$ cat config.mk
export PLATFORM = sky130hd
export DESIGN_NAME = mem_port_arbiter_flat
export DESIGN_NICKNAME = d
export VERILOG_FILES = /design/src/rtl/mem_port_arbiter_pkg.sv /design/src/rtl/mem_port_arbiter_if.sv /design/src/rtl/mem_port_arbiter_picker.sv /design/src/rtl/mem_port_arbiter.sv /design/src/flat_wrapper.sv
export SDC_FILE = /design/constraint.sdc
export NUM_CORES = 1
export LEC_CHECK = 0
export ABC_AREA = 0
export BUFFER_PORTS_ARGS = -buffer_cell sky130_fd_sc_hd__buf_2
export CORE_AREA = 2 2 87 89
export CTS_CLUSTER_SIZE = 20
export DETAILED_ROUTE_END_ITERATION = 10
export DIE_AREA = 0 0 89 91
export GPL_TIMING_DRIVEN = 0
export REMOVE_ABC_BUFFERS = 1
export SYNTH_ARGS = -nofsm -noshare
export SYNTH_HDL_FRONTEND = slang
export SYNTH_HIERARCHICAL = 1
export SYNTH_SLANG_ARGS = --single-unit
export TNS_END_PERCENT = 5
$ cat constraint.sdc
create_clock -name clk -period 1.77 [get_ports clk]
set_clock_uncertainty 0.15 [all_clocks]
set_input_delay 0.177 -clock clk [delete_from_list [all_inputs] [get_ports clk]]
set_output_delay 0.177 -clock clk [all_outputs]
set_load 0.005 [all_outputs]
$ cat src/rtl/mem_port_arbiter_pkg.sv
// mem_arb_pkg: shared widths and FSM state type for the memory port arbiter.
package mem_arb_pkg;
    localparam int DATA_W = 32;
    localparam int BE_W   = 4;
    typedef enum logic {ARB, LOCKED} arb_state_e;
endpackage

$ cat src/rtl/mem_port_arbiter_if.sv
// mem_port_arbiter_if: requester-side and memory-side bundle of the shared BRAM port.
interface mem_port_arbiter_if #(parameter int NUM_REQ = 2, parameter int ADDR_W = 13);
    import mem_arb_pkg::*;
    logic [NUM_REQ-1:0]        req_valid;
    logic [NUM_REQ-1:0]        req_ready;
    logic [NUM_REQ*ADDR_W-1:0] req_addr;
    logic [NUM_REQ*DATA_W-1:0] req_wdata;
    logic [NUM_REQ*BE_W-1:0]   req_be;
    logic [NUM_REQ-1:0]        req_we;
    logic [NUM_REQ-1:0]        req_lock;
    logic [NUM_REQ-1:0]        rsp_valid;
    logic [DATA_W-1:0]         rsp_rdata;
    logic [ADDR_W-1:0]         mem_addr;
    logic [DATA_W-1:0]         mem_wdata;
    logic [BE_W-1:0]           mem_be;
    logic                      mem_we;
    logic [DATA_W-1:0]         mem_rdata;
    modport master (
        output req_valid, req_addr, req_wdata, req_be, req_we, req_lock, mem_rdata,
        input  req_ready, rsp_valid, rsp_rdata, mem_addr, mem_wdata, mem_be, mem_we
    );
    modport slave (
        input  req_valid, req_addr, req_wdata, req_be, req_we, req_lock, mem_rdata,
        output req_ready, rsp_valid, rsp_rdata, mem_addr, mem_wdata, mem_be, mem_we
    );
endinterface

$ cat src/rtl/mem_port_arbiter_picker.sv
// rr_priority_picker: picks the first valid requester at or after ptr+1 (mod NUM_REQ).
module rr_priority_picker #(
    parameter  int NUM_REQ = 2,
    localparam int IW      = NUM_REQ > 1 ? $clog2(NUM_REQ) : 1
) (
    input  logic [NUM_REQ-1:0] valid_i,
    input  logic [IW-1:0]      ptr_i,
    output logic [NUM_REQ-1:0] grant_o,
    output logic [IW-1:0]      idx_o,
    output logic               any_o
);
    // Scan from farthest to nearest so the nearest valid requester wins.
    always_comb begin
        idx_o = '0;
        any_o = 1'b0;
        for (int k = NUM_REQ; k >= 1; k--)
            if (valid_i[(int'(ptr_i) + k) % NUM_REQ]) begin
                idx_o = IW'((int'(ptr_i) + k) % NUM_REQ);
                any_o = 1'b1;
            end
    end
    assign grant_o = any_o ? NUM_REQ'(1) << idx_o : '0;
endmodule

$ cat src/rtl/mem_port_arbiter.sv
// mem_port_arbiter: round-robin share of one BRAM port with 1-cycle response routing.
// Optional grant locking for atomic sequences is enabled by defining MEM_ARB_LOCK_EN.
module mem_port_arbiter
    import mem_arb_pkg::*;
#(
    parameter int NUM_REQ = 2,
    parameter int ADDR_W  = 13
) (
    input logic              clk,
    input logic              rst_n,
    mem_port_arbiter_if.slave bus
);
    localparam int IW = NUM_REQ > 1 ? $clog2(NUM_REQ) : 1;
    typedef struct packed {
        logic [ADDR_W-1:0] addr;
        logic [DATA_W-1:0] wdata;
        logic [BE_W-1:0]   be;
        logic              we;
    } mem_req_t;
    mem_req_t           req [NUM_REQ];
    mem_req_t           sel;
    arb_state_e         state_q;
    logic [IW-1:0]      ptr_q, rsp_id_q, win;
    logic               rsp_pend_q, any;
    logic [NUM_REQ-1:0] elig, grant;
    for (genvar g = 0; g < NUM_REQ; g++) begin : g_req
        assign req[g] = '{addr:  bus.req_addr[g*ADDR_W +: ADDR_W],
                          wdata: bus.req_wdata[g*DATA_W +: DATA_W],
                          be:    bus.req_be[g*BE_W +: BE_W],
                          we:    bus.req_we[g]};
    end
`ifdef MEM_ARB_LOCK_EN
    logic [IW-1:0] owner_q;
    assign elig = state_q == LOCKED ? bus.req_valid & (NUM_REQ'(1) << owner_q) : bus.req_valid;
`else
    assign elig = state_q == ARB ? bus.req_valid : '0;
`endif
    rr_priority_picker #(.NUM_REQ(NUM_REQ)) u_pick (
        .valid_i(elig),
        .ptr_i  (ptr_q),
        .grant_o(grant),
        .idx_o  (win),
        .any_o  (any)
    );
    assign sel           = req[win];
    assign bus.req_ready = grant;
    assign bus.mem_addr  = any ? sel.addr : '0;
    assign bus.mem_wdata = any ? sel.wdata : '0;
    assign bus.mem_be    = any ? sel.be : '0;
    assign bus.mem_we    = any & sel.we;
    assign bus.rsp_valid = rsp_pend_q ? NUM_REQ'(1) << rsp_id_q : '0;
    assign bus.rsp_rdata = bus.mem_rdata;
    always_ff @(posedge clk or negedge rst_n) begin
        if (!rst_n) begin
            ptr_q      <= IW'(NUM_REQ - 1);
            rsp_id_q   <= '0;
            rsp_pend_q <= 1'b0;
            state_q    <= ARB;
`ifdef MEM_ARB_LOCK_EN
            owner_q    <= '0;
`endif
        end else begin
            rsp_pend_q <= any;
            if (any) begin
                rsp_id_q <= win;
                ptr_q    <= win;
            end
`ifdef MEM_ARB_LOCK_EN
            if (state_q == ARB && any && bus.req_lock[win]) begin
                state_q <= LOCKED;
                owner_q <= win;
            end else if (state_q == LOCKED && !bus.req_lock[owner_q])
                state_q <= ARB;
`endif
        end
    end
endmodule
$ cat src/flat_wrapper.sv
// flat-port wrapper written by rule: the top's interface ports become plain ports
module mem_port_arbiter_flat import mem_arb_pkg::*;
#(
    parameter int NUM_REQ = 2,
    parameter int ADDR_W  = 13
)
  (clk, rst_n, bus_req_valid, bus_req_addr, bus_req_wdata, bus_req_be, bus_req_we, bus_req_lock, bus_mem_rdata, bus_req_ready, bus_rsp_valid, bus_rsp_rdata, bus_mem_addr, bus_mem_wdata, bus_mem_be, bus_mem_we);
  mem_port_arbiter_if #(.NUM_REQ(NUM_REQ), .ADDR_W(ADDR_W)) bus_i ();
  input logic clk;
  input logic rst_n;
  input wire logic [$bits(bus_i.req_valid)-1:0] bus_req_valid;
  input wire logic [$bits(bus_i.req_addr)-1:0] bus_req_addr;
  input wire logic [$bits(bus_i.req_wdata)-1:0] bus_req_wdata;
  input wire logic [$bits(bus_i.req_be)-1:0] bus_req_be;
  input wire logic [$bits(bus_i.req_we)-1:0] bus_req_we;
  input wire logic [$bits(bus_i.req_lock)-1:0] bus_req_lock;
  input wire logic [$bits(bus_i.mem_rdata)-1:0] bus_mem_rdata;
  output wire logic [$bits(bus_i.req_ready)-1:0] bus_req_ready;
  output wire logic [$bits(bus_i.rsp_valid)-1:0] bus_rsp_valid;
  output wire logic [$bits(bus_i.rsp_rdata)-1:0] bus_rsp_rdata;
  output wire logic [$bits(bus_i.mem_addr)-1:0] bus_mem_addr;
  output wire logic [$bits(bus_i.mem_wdata)-1:0] bus_mem_wdata;
  output wire logic [$bits(bus_i.mem_be)-1:0] bus_mem_be;
  output wire logic [$bits(bus_i.mem_we)-1:0] bus_mem_we;
  assign bus_i.req_valid = bus_req_valid;
  assign bus_i.req_addr = bus_req_addr;
  assign bus_i.req_wdata = bus_req_wdata;
  assign bus_i.req_be = bus_req_be;
  assign bus_i.req_we = bus_req_we;
  assign bus_i.req_lock = bus_req_lock;
  assign bus_i.mem_rdata = bus_mem_rdata;
  assign bus_req_ready = bus_i.req_ready;
  assign bus_rsp_valid = bus_i.rsp_valid;
  assign bus_rsp_rdata = bus_i.rsp_rdata;
  assign bus_mem_addr = bus_i.mem_addr;
  assign bus_mem_wdata = bus_i.mem_wdata;
  assign bus_mem_be = bus_i.mem_be;
  assign bus_mem_we = bus_i.mem_we;
  mem_port_arbiter #(.NUM_REQ(NUM_REQ), .ADDR_W(ADDR_W)) u_core (.clk(clk), .rst_n(rst_n), .bus(bus_i));
endmodule
=== Word level (Yosys, flattened, before mapping) ===
Cells that the tools add are included.
Widths: inputs -> output; s select.

* Flip-flop bits (word level): 3

* $add $sub $neg: 2
* Shift-type cells: 2
* Order comparisons: 3
* Muxes and demuxes: 19
* Bitwise operators: 4

{| class="wikitable"
|+ Operators with widths
! cell !! count
|-
| $mux 50 || 3
|-
| $mux 32 || 1
|-
| $mux 13 || 1
|-
| $mux 1 || 10
|-
| $lt 2x3->1 const B || 2
|-
| $mux 2 || 3
|-
| $mux 4 || 1
|-
| $shl 1x1->2 const A || 2
|-
| $add 1x1->1 const B || 2
|-
| $and 1x1->1 const A || 2
|-
| $ge 2x2->1 const B || 1
|-
| $not 1->2 || 1
|-
| $and 1x1->1 || 1
|}

=== Depth between registers and ports, before layout ===
Gate-level depths: netlist (run 1).

* Word-level depth: 12
* Gate-level depth with buffers: 5

=== By module ===
The synthesis (run 1) kept the hierarchy.

{| class="wikitable"
|+ Modules (own cells, without submodules)
! module !! area an instance (µm²) !! times used !! sequential area each (µm²) !! cells each
|-
| mem_port_arbiter || 1268.7 || 1 || 76.3 || 153
|-
| rr_priority_picker || 32.5 || 1 || 0.0 || 5
|}

=== Worst setup path after synthesis (run 1) ===
No wires, ideal clock.

* Path kind: register to output
* From: register u_core.ptr_q
* To: output port bus_mem_addr[0]
* Cell stages (with the launch flop): 6
* Arrival time: 1.142 ns
* Slack: 0.301 ns
* Cell sequence: dfstp_2 a21boi_0 buf_6 buf_8 mux2i_1 nor2b_1

* Cells in the longest elaborated chain, start to end: 11

{| class="wikitable"
|+ Ends and longest elaborated chain
! item !! line !! source
|-
| start: declaration || mem_port_arbiter.sv:23 || <nowiki>logic [IW-1:0] ptr_q, rsp_id_q, win;</nowiki>
|-
| start signal: assignment || mem_port_arbiter.sv:55 || <nowiki>ptr_q <= IW'(NUM_REQ - 1);</nowiki>
|-
| start signal: assignment || mem_port_arbiter.sv:66 || <nowiki>ptr_q <= win;</nowiki>
|-
| $add 1x1->1 || mem_port_arbiter_picker.sv:17, mem_port_arbiter_picker.sv:18 ||
|-
| $mux 1 (not written as such) (3 in series) || mem_port_arbiter_picker.sv:17 || <nowiki>if (valid_i[(int'(ptr_i) + k) % NUM_REQ]) begin</nowiki>
|-
| $mux 1 || mem_port_arbiter_picker.sv:17 ||
|-
| $mux 1 * || mem_port_arbiter_picker.sv:17 ||
|-
| via u_core.win || mem_port_arbiter.sv:23 ||
|-
| $not 1->2 (not written as such) * || mem_port_arbiter.sv:45 || <nowiki>assign sel = req[win];</nowiki>
|-
| $mux 50 (not written as such) * (3 in series) || mem_port_arbiter.sv:45 ||
|-
| $mux 13 * || mem_port_arbiter.sv:47 || <nowiki>assign bus.mem_addr = any ? sel.addr : '0;</nowiki>
|-
| end: declaration || flat_wrapper.sv:21 || <nowiki>output wire logic [$bits(bus_i.mem_addr)-1:0] bus_mem_addr;</nowiki>
|}

The timed path passes the listed nets; every way through them passes the cells marked *. The select of a mux whose other input is x is not followed.

=== Final worst setup path (run 1) ===
* From: register u_core.ptr_q
* To: output port bus_mem_addr[4]

* Cells in the longest elaborated chain, start to end: 11

{| class="wikitable"
|+ Ends and longest elaborated chain
! item !! line
|-
| $add 1x1->1 || mem_port_arbiter_picker.sv:17, mem_port_arbiter_picker.sv:18
|-
| $mux 1 (not written as such) (3 in series) || mem_port_arbiter_picker.sv:17
|-
| $mux 1 (2 in series) || mem_port_arbiter_picker.sv:17
|-
| $not 1->2 (not written as such) || mem_port_arbiter.sv:45
|-
| $mux 50 (not written as such) (3 in series) || mem_port_arbiter.sv:45
|-
| $mux 13 * || mem_port_arbiter.sv:47
|}

Every way passes the cells marked *; elsewhere a longest branch is shown, timed or not. The select of a mux whose other input is x is not followed.

==> flow_summary.ini, run 1 <==
[clocking]
cts_inserted_buffers = 3
cts.sinks = 3
clk_pin_slew_worst_paths_ns = 0.03
cts_tree = built
cts_root_buffer = clkbuf_8
clock_path_buffers = 2
ctsHtreeMaxLevel = 1
clk_latency_ns = 0.21

[yosys]
synth_top_area_share_pct = 38.5
netlist_top_cells_area = mux2i_1 38%, nor2b_1 25%, buf_4 18%
synth_cell_types = 14
syn-cell-area_um2 = 1300
seq_area_frac_synth_pct = 5.87
yosys_warnings = 8
syn_inst = 158
ys_seq_elements = 3
syn_area_per_cell_um2 = 8.24
synth_top_area_cell = mux2i_1

[cells_and_area]
final_core_util_pct = 29.0
area_growth_pct = 58.9
drive_gt1_share_pct = 60.0
mostFrequentLayoutCell = buf_2
layout.cells.most_common_list = 157 x buf_2, 51 x nor2b_1, 50 x mux2i_1
multiInputGateArea_um2 = 880
fill_cells = 806
nets = 424
antenna_cells = 0
regArea_um2 = 76.3
design_area_um2 = 2070

[detailed_routing]
vias_per_cell = 4.00
drtPass1Iterations = 4
wirelength_mm = 5.55
drt_iter0_drc = 27
antenna_left = 0
drc = 0
avgRoutedWirePerCell_um = 14.5
vias = 1536

[grt]
grt_usage_pct = 10.8
grt_pass1_wl_mm = 6.69
grt_remaining_overflow = 0
antenna_found_initial = 0
grt_start_max_net_pins = 55
grt_pass1_vias = 1333

[setup_path]
cp-start-kind = register
arrival_ns = 1.50
path_class = reg -> out
worst_ep_required_time_ns = 1.44
cp-end-kind = output pin
cp_max_fo = 11

[die]
dieArea_um2 = 8100
start_util_pct = 18.2
io_pins = 224
num_rows = 31
core-area_um2 = 7140
die_h_um = 91
die_w_um = 89

[timing]
slew_headroom_pct = 49.3
slew_violations = 0
worst_slew_pin_slew_ns = 0.760
finalCritPeriodShare_pct = 103
setup_ws_ns = -0.0553
grt_setup_unrepaired = yes
fmax_mhz = 548
hold_viol = 0
finalCriticalPeriod_ns = 1.83
setup_viol = 46

[outcome]
status = finished, violations left
violations = negative setup slack

[power_and_ir_drop]
leakage_nw = 1.17
p_per_area_nw_per_um2 = 386
ir_worst_vdd_mv = 0.143

[place]
detailedPlace.worstSlack_ns = -0.386
gp_congestion = 0.757
placed_area_um2 = 1920
io_buffer_count = 157
place_hpwl_mm = 4.52

[worst_hold_path]
hold_class = in -> async

[job]
drv_cap = 0
## cell type report
type,count,share of cell area (%)
Clock buffer,4,2.18
Sequential cell,3,3.69
Timing Repair Buffer,166,45.1
Inverter,3,0.544
Multi-Input combinational cell,109,42.5
Tap cell,99,5.99
## stage by stage
stage                     instances  hold WS (ns)  power [mW]  TNS (ns)
after floorplan                 115        -0.269       0.351   -246.08
after global placement          371        -0.178       0.599   -325.22
after detailed placement        373        -0.172       0.570    -15.53
after CTS                       379         0.158       0.775     -1.04
after global routing            384         0.177       0.870     -4.67
final                           384         0.162       0.798     -1.25
## layer usage
metal	GRT usage, %	share of wire (%)	up-vias
met3	9.27	19	2
met4	1.12	0.018	2
met1	11.2	37	661
met5	7.69	0.94	-
li1	-	-	741
met2	16.7	43	130
## registers in the layout, indices dropped and copies added (netlist names)
signal             cells
u_core/ptr_q           1
u_core/rsp_id_q        1
u_core/rsp_pend_q      1
## Yosys cell counts
master and n:
a21boi_0 3, and2_1 1, buf_4 32, buf_6 1
buf_8 5, clkbuf_1 5, dfrtp_1 2, dfstp_2 1
inv_1 3, mux2i_1 50, nand2_1 1, nor2b_1 51
o21ai_0 2, or2_1 1
## kinds of logic after synthesis
family / share of synthesized area, %
compound gates: 2.50
buf+inv: 27.4
mux: 38.5
flops: 5.87
simple gates: 25.8
## power by group
part	internal, mW	leakage, nW	switching, mW	total, mW
clock network	0.153	0.0228	0.0400	0.193
registers	0.0768	0.0331	0.00461	0.0814
logic	0.312	1.11	0.211	0.524
## final timing paths
check	slack (ns)	depth (start not counted)	to	startpoint
worst max-delay path	-0.06	6	bus_mem_addr[4]	u_core/ptr_q$_DFFE_PN1P_
worst min-delay path	0.16	2	u_core/rsp_id_q$_DFFE_PN0P_	rst_n
worst max register to register	0.38	5	u_core/rsp_id_q$_DFFE_PN0P_	u_core/ptr_q$_DFFE_PN1P_
worst min register to register	0.40	2	u_core/rsp_id_q$_DFFE_PN0P_	u_core/rsp_id_q$_DFFE_PN0P_
max in group asynchronous	1.11	2	u_core/ptr_q$_DFFE_PN1P_	rst_n
min in group clk	0.20	0	bus_rsp_rdata[15]	bus_mem_rdata[15]
## worst max-delay path, stage by stage (launching register included)
cell      delay, ns
dfstp_2        0.55
a21boi_4       0.06
buf_12         0.14
buf_12         0.14
mux2i_1        0.12
nor2b_1        0.12
buf_2          0.14
## what timing repair did
item	CTS	global route
buffers inserted	1	4
hold buffers	1	0
gates cloned	0	2
pin swaps	1	1
endpoints found under the setup margin	50	50
gates resized for setup	1	1
hold endpoints to repair	3	0
(Power assumes the default switching activity.)
==> run 2: changes to the inputs <==
- CORE_AREA: 2 2 87 89 -> 2 2 88 90
- DIE_AREA: 0 0 89 91 -> 0 0 90 92
- SYNTH_HIERARCHICAL: 1 -> not set
- TNS_END_PERCENT: 5 -> 50
==> run 2 against run 1 <==
  * The run still ends with negative setup slack left
  * Routed wire length rose by 21%
  * Combinational power rose by 16%
  * Cell count fell by 11%
  * Clock-buffer cell count did not move
  * Core utilization fell by 4.0 points
  * Global-route usage rose by 3.6 points
  * Critical path type unchanged
==> flow_summary.ini, run 2 <==
[outcome]
status = finished, violations left
violations = negative setup slack

[power_and_ir_drop]
p_per_area_nw_per_um2 = 482
leakage_nw = 0.975
ir_worst_vdd_mv = 0.422
power.total_mw = 0.897

[yosys]
synth-edff-count = 0
ys_seq_elements = 3
synth_top_area_cell = a32o_1
synth_cell_types = 16
syn_area_per_cell_um2 = 8.94
synth_top_area_share_pct = 50.0
yosys-top-cells-count = 50 x a32o_1, 32 x buf_4, 6 x buf_2, 6 x buf_6, 4 x buf_1
seq_area_frac_synth_pct = 7.63
syn-cell-area_um2 = 1000
async_flop_share_pct = 100
synth.most_common_cell = a32o_1
synthFlopType = dfrtp_1
syn_inst = 112
yosys_warnings = 1
netlist_top_cells_area = a32o_1 50%, buf_4 24%, buf_6 6.7%

[setup_path]
reg2regPathDepth = 3
rr_startpoint = u_core.ptr_q$_DFFE_PN1N_
crit_path_cell_trace = buf_4, a21boi_4, buf_12, a32o_1, buf_2
worst_ep_required_time_ns = 1.44
path_class = reg -> out
r2r_setup_slack_ns = 0.42
worstSetupStartpoint = u_core.ptr_q$_DFFE_PN1N_
worst-path-buf-inv = 3
cp-start-kind = register
path_delay_family = flip-flops
arrival_ns = 1.48
reg2reg_to = u_core.rsp_id_q$_DFFE_PN0N_
path_depth = 5
worst_path_largest_cell_delay_ns = 0.57
cp-end-kind = output pin
cp_max_fo = 13
slowest_stage = dfstp_2

[grt]
grt_remaining_overflow = 0
grt_pass1_vias = 1416
grt_start_max_net_pins = 59
grt_usage_pct = 14.5
grt_pass1_wl_mm = 8.97
antenna_found_initial = 0

[timing]
slew_headroom_pct = 57.5
hold_viol = 0
setup_ws_ns = -0.0413
grt_setup_unrepaired = yes
worst_slew_pin_slew_ns = 0.638
slew_violations = 0
fmax_mhz = 552
setup_viol = 47
finalCriticalPeriod_ns = 1.81
finalCritPeriodShare_pct = 102

[clocking]
cts_tree = built
cts.sinks = 3
cts_inserted_buffers = 3
clk_latency_ns = 0.21
clock_path_buffers = 2
clk_pin_slew_worst_paths_ns = 0.03
ctsHtreeMaxLevel = 1
cts_root_buffer = clkbuf_8

[die]
io_pins = 224
num_rows = 32
die_w_um = 90
die_h_um = 92
dieArea_um2 = 8280
core-area_um2 = 7450
start_util_pct = 13.4

[cells_and_area]
mostFrequentLayoutCell = buf_2
drive_gt1_share_pct = 74.7
nets = 380
biggestRegsByFlops = u_core.ptr_q: 1 flops, u_core.rsp_id_q: 1 flops, u_core.rsp_pend_q: 1 flops
area_growth_pct = 86.1
layout.cells.most_common_list = 156 x buf_2, 50 x a32o_1, 6 x buf_4
final_cells = 343
antenna_cells = 0

[detailed_routing]
wirelength_mm = 6.74
drc = 0
avgRoutedWirePerCell_um = 19.7
vias_per_cell = 4.65
drtPass1Iterations = 4
antenna_left = 0
drt_iter0_drc = 43
vias = 1594

[place]
gp_congestion = 0.713
io_buffer_count = 157
placedCellCount = 323

[job]
drv_cap = 0

[worst_hold_path]
hold_class = in -> async
==> run 2: cell types whose count changed in the layout (fill, tap and decap cells not counted), moves of 2 or more <==
cell	change
buf_6	+2
a21boi_4	+3
nor2b_1	-50
inv_1	-2
a32o_1	+50
a21boi_0	-2
buf_4	+4
mux2i_1	-50
==> run 2: routing by layer <==
layer,global-route usage [%],part of all wire (%)
met5,7.05,0.79
met4,4.23,2.5
met3,8.63,16
met2,20.7,42
met1,17.6,38
==> run 2: cells by family after synthesis <==
group / after synthesis / synth area share [%]
AOI/OAI and AO/OA: 53 / 52.9
buffers and inverters: 50 / 36.0
and+or+nand+nor: 6 / 3.50
DFF: 3 / 7.63
==> run 2: area by class of cell <==
| cell class | count | area [um2] |
|---|---|---|
| clock buffers | 4 | 45.0 |
| fillers | 831 | 5580 |
| inverters | 1 | 3.75 |
| multi-input cells | 62 | 628 |
| flip-flops and latches | 3 | 76.3 |
| well taps | 102 | 128 |
| repair buffers | 171 | 982 |
==> run 2: worst max path at each step <==
| stage | end |
|---|---|
| global placement | bus_mem_addr[11] |
| detailed placement | bus_mem_wdata[30] |
| finish | bus_mem_addr[11] |
| CTS | bus_mem_wdata[30] |
| floorplan | bus_mem_addr[0] |
| global route | bus_mem_wdata[30] |
==> run 2: where the power goes <==
group | internal (mW) | switching [mW]
registers | 0.0792 | 0.00772
clock network | 0.154 | 0.0473
logic | 0.347 | 0.262
total | 0.580 | 0.317
==> run 2: repair_timing <==
item                                    in CTS  in global routing
gates cloned                                 4                  1
endpoints found under the setup margin      52                 51
buffers inserted                            10                  0
pin swaps                                    5                 16
gates resized for setup                      9                  0
endpoints found under the hold margin        3                  0
hold buffers                                 1                  0
==> run 2: per-stage QoR <==
step                      instance area (um2)  TNS [ns]  util [%]  setup WS (ns)  hold WS, ns
after floorplan                           644    -20.20         -         -0.386       -0.269
after global placement                   1560    -48.90      20.9         -0.950       -0.177
after detailed placement                 1580    -33.64      21.2         -0.700       -0.169
after CTS                                1840     -2.04      24.7        -0.0668        0.146
after global routing                     1860     -4.91      25.0         -0.119        0.153
final                                    1860     -1.04      25.0        -0.0413        0.144
==> run 3: changes to the inputs <==
- ABC_AREA: 0 -> 1
- CORE_AREA: 2 2 88 90 -> 2 2 86 88
- DIE_AREA: 0 0 90 92 -> 0 0 88 90
- SKIP_CTS_REPAIR_TIMING: not set -> 1
==> run 3 against run 2 <==
  * Clock power about the same
  * The flow still finishes with violations (negative setup slack)
  * Largest cell class is now multi-input gates
  * Maximum frequency up 0.46%
  * Register-to-register slack better by 0.03 ns
==> flow_summary.ini, run 3 <==
[timing]
slew_headroom_pct = 59.8
worst_slew_pin_slew_ns = 0.603
hold_viol = 0
tns_ns = -0.272
slew_violations = 0
finalCriticalPeriod_ns = 1.80
grt_setup_unrepaired = yes
setup_ws_ns = -0.0330
fmax_mhz = 555
finalCritPeriodShare_pct = 102
setup_viol = 34

[cells_and_area]
antenna_cells = 0
biggestRegsByFlops = u_core.ptr_q: 1 flops, u_core.rsp_id_q: 1 flops, u_core.rsp_pend_q: 1 flops
nets = 480
area_growth_pct = 64.6
fill_cells = 778
final_cells = 440
drive_gt1_share_pct = 51.9
layout.cells.most_common_list = 156 x buf_2, 100 x nand3_1, 53 x nand2_1
mostFrequentLayoutCell = buf_2
final_core_util_pct = 28.6

[grt]
antenna_found_initial = 0
grt_pass1_wl_mm = 9.06
grt_remaining_overflow = 0
grt_start_max_net_pins = 54
grt_pass1_vias = 1692
grt_usage_pct = 14.7

[clocking]
cts_root_buffer = clkbuf_8
clk_latency_ns = 0.22
cts_inserted_buffers = 3
clk_pin_slew_worst_paths_ns = 0.03
cts.sinks = 3
cts_tree = built
clock_path_buffers = 2
ctsHtreeMaxLevel = 1

[place]
gp_congestion = 0.743
placedCellCount = 424
io_buffer_count = 157
place_hpwl_mm = 5.09

[die]
start_util_pct = 17.4
die_h_um = 90
num_rows = 31
io_pins = 224
die_w_um = 88
core-area_um2 = 7020
dieArea_um2 = 7920

[detailed_routing]
wirelength_mm = 7.79
drtPass1Iterations = 4
vias_per_cell = 4.55
antenna_left = 0
avgRoutedWirePerCell_um = 17.7
drt_iter0_drc = 75
drc = 0
vias = 2000

[yosys]
yosys-top-cells-count = 100 x nand3_1, 53 x nand2_1, 33 x buf_4, 15 x buf_2, 5 x buf_6
synth.most_common_cell = nand3_1
synth_top_area_cell = nand3_1
synth_top_area_share_pct = 41.0
netlist_top_cells_area = nand3_1 41%, buf_4 20%, nand2_1 16%
ys_seq_elements = 3
yosys_warnings = 1
syn_area_per_cell_um2 = 5.52
synth-edff-count = 0
async_flop_share_pct = 100
synth_cell_types = 14
seq_area_frac_synth_pct = 6.26
syn-cell-area_um2 = 1220
synthFlopType = dfrtp_1
syn_inst = 221

[outcome]
status = finished, violations left
violations = negative setup slack

[power_and_ir_drop]
p_per_area_nw_per_um2 = 420
ir_worst_vdd_mv = 0.171
power.total_mw = 0.843
leakage_nw = 1.24

[setup_path]
worst_ep_required_time_ns = 1.44
cp_max_fo = 13
worst-path-buf-inv = 2
cp-start-kind = register
path_delay_family = flip-flops
crit_path_cell_trace = nand2_8, buf_4, nand3_1, nand2_1, buf_2
slowest_stage = dfstp_2
worst_path_largest_cell_delay_ns = 0.61
cp-end-kind = output pin
path_class = reg -> out
arrival_ns = 1.48

[worst_hold_path]
hold_class = in -> async

[job]
drv_cap = 0
## run 3: worst paths after layout
check | from | endpoint | slack, ns | cells past startpoint
min in group clk | bus_mem_rdata[17] | bus_rsp_rdata[17] | 0.20 | 0
worst min-delay path | rst_n | u_core.rsp_pend_q$_DFF_PN0_ | 0.14 | 2
worst max-delay path | u_core.ptr_q$_DFFE_PN1N_ | bus_mem_wdata[26] | -0.03 | 5
worst min register to register | u_core.rsp_id_q$_DFFE_PN0N_ | u_core.rsp_id_q$_DFFE_PN0N_ | 0.37 | 2
worst max register to register | u_core.ptr_q$_DFFE_PN1N_ | u_core.ptr_q$_DFFE_PN1N_ | 0.45 | 3
max in group asynchronous | rst_n | u_core.ptr_q$_DFFE_PN1N_ | 1.14 | 2
## run 3: metrics by stage
stage / setup WS, ns / hold WS, ns / area, um2
floorplan: -0.112 / -0.269 / 841
global placement: -0.694 / -0.176 / 1750
detailed placement: -0.718 / -0.172 / 1750
CTS: -0.958 / -0.405 / 1800
global route: -0.105 / 0.157 / 2010
finish: -0.0330 / 0.138 / 2010
## run 3: per-layer routing
layer | vias up | global-route usage, % | wire (um)
met3 | 6 | 10.4 | 1070
li1 | 962 | - | -
met2 | 126 | 23.2 | 3600
met4 | 4 | 2.31 | 32
met1 | 902 | 15.2 | 2960
met5 | - | 13.3 | 129
## run 3: where the power goes
group / internal (mW) / switching (mW)
clock: 0.154 / 0.0480
combinational: 0.261 / 0.296
sequential: 0.0766 / 0.00785
## run 3: worst reg2reg max path, cell delays in order (launching register included)
cell	delay, ns
dfstp_2	0.61
nand2_8	0.18
nand2_8	0.19
o21ai_0	0.11
## run 3: cell type report
type	instances	area [um2]	area share [%]
inverter	6	22.5	1.12
sequential	3	76.3	3.80
timing repair buffer	162	845	42.1
clock buffer	4	45.0	2.24
multi-input combinational	166	896	44.6
tap	99	124	6.17
## run 3: kinds of logic (layout without fill, tap and decap cells)
family	count (synthesis)	in the layout	share of synthesized area, %
flops	3	3	6.26
buf+inv	59	172	32.9
compound gates	2	2	0.820
simple gates	157	164	60.0
